<file path="src/rtl/emergency_request_conditioner.sv">
// Emergency sensor conditioner: sync, debounce, edge capture, round-robin pulse.
// EMERG_EVENT_COUNT_EN builds the saturating event_count register.
module emergency_request_conditioner #(
  parameter int unsigned DEBOUNCE_CYCLES = 3,
  parameter int unsigned COOLDOWN_CYCLES = 10
) (
  input  logic       clk,
  input  logic       rst,
  input  logic       sense_left_raw,
  input  logic       sense_right_raw,
  output logic       emergency_left,
  output logic       emergency_right,
  output logic       busy,
  output logic [7:0] event_count
);

  localparam logic [7:0] DEB_LAST = 8'(DEBOUNCE_CYCLES - 1);
  localparam logic [7:0] COOL_LAST = 8'(COOLDOWN_CYCLES - 1);

  typedef enum logic [1:0] {
    IDLE,
    FIRE,
    COOLDOWN
  } state_t;

  // channel index 0 = left, 1 = right
  logic [1:0] s1;
  logic [1:0] s2;
  logic [1:0] deb;
  logic [1:0] pending;
  logic [1:0] rise;
  logic [1:0] serve;
  logic [7:0] cnt [2];
  logic [7:0] cool_q;
  logic [7:0] cool_d;
  logic       last_served;
  state_t     state_q;
  state_t     state_d;

  // two-flop synchroniser and per-channel debounce counter
  always_ff @(posedge clk or posedge rst) begin
    if (rst) begin
      s1  <= '0;
      s2  <= '0;
      deb <= '0;
      for (int i = 0; i < 2; i++) cnt[i] <= '0;
    end else begin
      s1 <= {sense_right_raw, sense_left_raw};
      s2 <= s1;
      for (int i = 0; i < 2; i++) begin
        if (s2[i] == deb[i]) begin
          cnt[i] <= '0;
        end else if (cnt[i] == DEB_LAST) begin
          deb[i] <= s2[i];
          cnt[i] <= '0;
        end else begin
          cnt[i] <= cnt[i] + 8'd1;
        end
      end
    end
  end

  // debounced level about to go 0->1 on this edge
  always_comb begin
    rise = '0;
    for (int i = 0; i < 2; i++) begin
      rise[i] = s2[i] & ~deb[i] & (cnt[i] == DEB_LAST);
    end
  end

  // one-deep request latch; serving a channel wins over a merging rise
  always_ff @(posedge clk or posedge rst) begin
    if (rst) begin
      pending <= '0;
    end else begin
      for (int i = 0; i < 2; i++) begin
        if (serve[i]) pending[i] <= 1'b0;
        else if (rise[i]) pending[i] <= 1'b1;
      end
    end
  end

  // arbiter next state, channel choice and cooldown count
  always_comb begin
    state_d = state_q;
    cool_d  = cool_q;
    serve   = '0;
    unique case (state_q)
      IDLE: begin
        if (|pending) begin
          state_d = FIRE;
          if (&pending) serve = last_served ? 2'b01 : 2'b10;
          else serve = pending;
        end
      end
      FIRE: begin
        state_d = COOLDOWN;
        cool_d  = COOL_LAST;
      end
      COOLDOWN: begin
        if (cool_q == 8'd0) state_d = IDLE;
        else cool_d = cool_q - 8'd1;
      end
      default: state_d = IDLE;
    endcase
  end

  // arbiter state, registered pulses and round-robin memory
  always_ff @(posedge clk or posedge rst) begin
    if (rst) begin
      state_q         <= IDLE;
      cool_q          <= '0;
      last_served     <= 1'b1;
      emergency_left  <= 1'b0;
      emergency_right <= 1'b0;
    end else begin
      state_q         <= state_d;
      cool_q          <= cool_d;
      emergency_left  <= serve[0];
      emergency_right <= serve[1];
      if (|serve) last_served <= serve[1];
    end
  end

  assign busy = (state_q != IDLE);

`ifdef EMERG_EVENT_COUNT_EN
  logic [7:0] evt_q;

  // saturating count of issued pulses
  always_ff @(posedge clk or posedge rst) begin
    if (rst) evt_q <= '0;
    else if (|serve && evt_q != 8'hFF) evt_q <= evt_q + 8'd1;
  end

  assign event_count = evt_q;
`else
  assign event_count = 8'd0;
`endif

endmodule

</file>
<file path="config.mk">
export PLATFORM = sky130hd
export DESIGN_NAME = emergency_request_conditioner
export DESIGN_NICKNAME = d
export VERILOG_FILES = /design/src/rtl/emergency_request_conditioner.sv
export SDC_FILE = /design/constraint.sdc
export NUM_CORES = 1
export LEC_CHECK = 0
export CELL_PAD_IN_SITES_DETAIL_PLACEMENT = 2
export CELL_PAD_IN_SITES_GLOBAL_PLACEMENT = 2
export CORE_ASPECT_RATIO = 0.5
export CORE_MARGIN = 1.5
export CORE_UTILIZATION = 40
export DETAILED_ROUTE_END_ITERATION = 10
export MAX_ROUTING_LAYER = met4
export PLACE_DENSITY_LB_ADDON = 0.1
export SYNTH_ARGS = -nofsm -noshare
export SYNTH_HDL_FRONTEND = slang
export SYNTH_SLANG_ARGS = --single-unit
export TNS_END_PERCENT = 1
</file>
<file path="constraint.sdc">
create_clock -name clk -period 3.35 [get_ports clk]
set_input_delay 0.67 -clock clk [delete_from_list [all_inputs] [get_ports clk]]
set_output_delay 0.67 -clock clk [all_outputs]
set_load 0.01 [all_outputs]
</file>
# ---- Word level (Yosys, flattened, before mapping)
# Index checks and enable logic that the tools add are counted.
# W data, S select, Z words.
dict set report op_classes {
  addsub 3
  eq_ne 9
  n_mux 17
  bitwise 8
  reduce_logical 13
}
# operator n
set op_table {}
lappend op_table {{$mux W8} 5}
lappend op_table {{$add A8 B1 Y8 const B} 2}
lappend op_table {{$eq A8 B2 Y1 const B} 2}
lappend op_table {{$pmux W8 S2} 1}
lappend op_table {{$mux W2} 6}
lappend op_table {{$reduce_and A2 Y1} 5}
lappend op_table {{$logic_not A8 Y1} 1}
lappend op_table {{$reduce_bool A2 Y1} 4}
lappend op_table {{$sub A8 B1 Y8 const B} 1}
lappend op_table {{$ne A2 B2 Y1 const B} 3}
lappend op_table {{$pmux W2 S3} 1}
lappend op_table {{$and A1 B1 Y1} 4}
lappend op_table {{$mux W1} 4}
lappend op_table {{$not A1 Y1} 4}
lappend op_table {{$reduce_or A2 Y1} 2}
lappend op_table {{$eq A1 B1 Y1} 2}
lappend op_table {{$eq A2 B1 Y1 const B} 1}
lappend op_table {{$eq A2 B2 Y1 const B} 1}
lappend op_table {{$logic_not A2 Y1} 1}
dict set report totals {
  regBits 37
  input_bits 4
  output_inout_bits 11
  wordCells 63
}

# ---- Depth between registers and ports, before layout
dict set report logic_depth {
  depth_word 5
  mapped_depth 5
}

# ---- Worst setup path before layout
# No wires, ideal clock.
dict set report synth_timing {
  path_type {flip-flop to flip-flop}
  start {register cnt[8] in the netlist's numbering}
  end {register deb[0]}
  t_arrival_ps 1527
  required_ps 3225
  path_slack_ps 1699
  path_stages_with_launch 6
  n_path_buf 0
  cell_sequence {dfrtp_1 inv_1 ha_1 or4b_4 nor3_2 mux2_2}
}
dict set report synth_via {
  elab_chain_len 2
}
# element line_no
set synth_lines {}
lappend synth_lines {{from (decl)} 33} ;# logic [7:0] cnt [2];
lappend synth_lines {{from (signal, indexed assignment)} 57} ;# cnt[i] <= cnt[i] + 8'd1;
lappend synth_lines {{$eq A8 B2 Y1} 53} ;# end else if (cnt[i] == DEB_LAST) begin
lappend synth_lines {{$reduce_and A2 Y1 (no line)} n/a}
lappend synth_lines {{to (signal, indexed assignment)} 54} ;# deb[i] <= s2[i];
lappend synth_lines {{to (decl)} 29} ;# logic [1:0] deb;
# No other way between the ends.
# A chain may end at the register's enable or synchronous reset.

# ---- Worst setup path in the final report
dict set report layout_timing {
  start {register state_q[1]}
  end {output busy}
}
dict set report layout_via {
  elab_chain_len 1
}
# element line_no
set layout_lines {}
lappend layout_lines {{from (decl)} 37} ;# state_t state_q;
lappend layout_lines {{from (signal assigned)} 117} ;# state_q <= state_d;
lappend layout_lines {{$reduce_bool A2 Y1} 125} ;# assign busy = (state_q != IDLE);
lappend layout_lines {{to (decl)} 13} ;# output logic busy,
# No other way between the ends.

==> results.sh <==
export IMPL_synth_ff_type="dfrtp_1"
export IMPL_drive_gt1_share_pct=12.5
export IMPL_grt_max_degree=38
export IMPL_clock_latency_ns=0.29
export IMPL_leakagePower_nw=0.892
export IMPL_wirelength_um=3980
export IMPL_antenna_cells=0
export IMPL_crit_type="register to primary output"
export IMPL_portBuffers=6
export IMPL_worst_pin_slew_ns=0.738
export IMPL_core_um2=4420
export IMPL_worstPathArrival_ns=1.79
export IMPL_r2r_cells=5
export IMPL_power_density_nw_per_um2=747
export IMPL_synth_area_um2=1850
export IMPL_final_cell_area_um2=2050
export IMPL_seq_area_frac_synth_pct=50.2
export IMPL_irDropWorstVdd_uv=254
export IMPL_final_core_util_pct=46.2
export IMPL_worstHoldStart="s1[0]"
export IMPL_clock_root_buffer="clkbuf_8"
export IMPL_antenna_found_initial=0
export IMPL_status="completed"
export IMPL_hp_class="register to register"
export IMPL_worstSetupStartpointType="register"
export IMPL_dieHeight_um=51.0
export IMPL_synthArstFlopShare_pct=100
export IMPL_fin_nets=202
export IMPL_cp_data_required_time_ns=2.68
export IMPL_worstHoldPathCells=0
export IMPL_cts_tree="done"
export IMPL_die_area_um2=5060
export IMPL_period_share_pct=73.5
export IMPL_holdPathEnd="s2[0]"
export IMPL_avgSynthCellArea_um2=10.3
export IMPL_max_clock_freq_ghz=0.406
export IMPL_cp_end_kind="primary output"
export IMPL_num_vias=1343
export IMPL_hold_ws_ns=0.351
export IMPL_routedWlPerCell_um=16.0
export IMPL_cts_buffers=5
export IMPL_dpl_cell_area_um2=1940
export IMPL_grt_pass1_vias=1442
export IMPL_drv_slew=0
export IMPL_slew_headroom_pct=50.4
export IMPL_clockBufferDepth=2
export IMPL_setup_tns_ns=0
export IMPL_start_util_pct=41.7
export IMPL_place_ws_ns=1.23
export IMPL_row_count=17
export IMPL_grt_pass1_wl_um=7110
export IMPL_ys_ff_latch=37
export IMPL_synth_cells=180
export IMPL_detail_route_vias_per_cell=5.39
export IMPL_cp_max_fo=15
export IMPL_path_clk_slew_ns=0.07
export IMPL_drc_errors=0
export IMPL_hold_buffers=0
export IMPL_period_needed_ns=2.46
export IMPL_rr_startpoint="cool_q[0]"
export IMPL_synth_enable_flop_cells=0
export IMPL_finalWorstSetupSlack_ns=0.889
export IMPL_gp_congestion=0.730
export IMPL_die_w_um=99.1
export IMPL_setup_viol=0
export IMPL_cts_setup_buffers=0
export IMPL_ff2ff_setup_slack_ns=1.47
export IMPL_cts_htree_levels=2
export IMPL_fin_worst_skew_ns=0.00291
export IMPL_area_delta_synth_final_pct=10.8
export IMPL_rsz0062_at_grt="false"
export IMPL_pin_count=15
export IMPL_firstDrtPassIters=4
export IMPL_r2r_end="cool_q[6]"
export IMPL_hold_viol_final=0
export IMPL_ys_types=46
export IMPL_drt_iter0_drc=15
export IMPL_clock_sinks=37
export IMPL_cts_resized_gates=0
export IMPL_antenna_left=0
export IMPL_grt_total_usage_pct=19.0
export IMPL_max_cap_violations=0
export IMPL_grt_ovfl_total=0
export IMPL_dp_hpwl_um=2810
export IMPL_ys_warn_count=0
-- worst max-delay path, stage by stage, from the launching register on --
cell and delay, ns:
dfrtp_1 0.54, nor2_1 0.37, inv_1 0.10, clkdlybuf4s50_1 0.49
-- kinds of logic after synthesis --
| kind of cell | share of synthesized area, % |
|---|---|
| AOI/OAI and AO/OA | 13.5 |
| xor gates and xnor gates | 2.85 |
| adders and majority gates | 4.74 |
| buffers and inverters | 5.89 |
| DFF | 50.2 |
| muxes | 1.22 |
| other | 0.203 |
| and+or+nand+nor | 21.4 |
-- cell usage after synthesis (3+ instances only) --
cell,count,share of area [%]
dfrtp_1,36,49
nor2_1,14,2.8
inv_1,11,2.2
nand2_1,10,2.0
a21oi_1,9,2.4
o21ai_0,9,2.4
buf_4,8,3.3
nand3_1,8,2.2
ha_1,7,4.7
or3_1,7,2.4
nor3_1,6,1.6
nand2b_1,4,1.4
xor2_1,4,1.9
and3_1,3,1.0
nor2b_1,3,1.0
-- power breakdown --
| part | total, mW | internal, mW | switching (mW) |
|---|---|---|---|
| clock | 0.347 | 0.186 | 0.161 |
| sequential | 0.694 | 0.555 | 0.139 |
| combinational | 0.487 | 0.216 | 0.270 |
-- sequential cells by signal (all words and copies together), names as in the netlist --
name             flops
deb                  2
pending              2
emergency_left       1
cool_q               8
s1                   2
state_q              2
last_served          1
cnt                 16
emergency_right      1
s2                   2
-- how the worst max path moves through the flow --
stage	startpoint	end	slack (ns)
6_report	state_q[1]	busy	0.89
5_1_grt	state_q[1]	busy	0.75
4_1_cts	state_q[1]	busy	0.91
3_5_place_dp	state_q[1]	busy	1.23
3_3_place_gp	state_q[1]	busy	1.30
2_1_floorplan	cnt[8]	deb[0]	1.70
-- area by class of cell --
type / instances / area, µm²
multi-input combinational: 129 / 837
clock buffer: 7 / 96.3
tap: 57 / 71.3
inverter: 11 / 41.3
sequential: 37 / 927
clock inverter: 1 / 5.00
fill: 489 / 2380
timing repair buffer: 7 / 67.6
-- layout by cell type (no fill, tap or decap), drive strengths merged, types with 2 or more instances in the layout --
cell            n
nand2b          4
nor3            8
or4b            2
conb            8
a41oi           2
clkdlybuf4s50   6
inv            11
nand4           2
dfrtp          36
ha              7
o311ai          2
xnor2           2
o21bai          2
nand3b          2
nor2           14
xor2            4
or4             2
o21ba           2
clkbuf          7
a21oi           9
mux2            2
nand2          10
nand3           8
or3             7
and3            3
o21ai          10
nor2b           3
-- per-layer routing --
metal,vias up,wire length [µm],global-route usage [%]
met2,15,1870,32.0
met4,0,34,4.23
met5,-,0,-
met3,7,130,5.34
met1,678,1940,23.3
li1,643,-,-
-- per-stage QoR --
step	std cells	power, mW
detailed placement	241	1.19
global placement	241	1.16
floorplan	187	1.03
CTS	249	1.55
finish	249	1.53
global route	249	1.66
No activity file was read; power rests on OpenSTA's default activity.
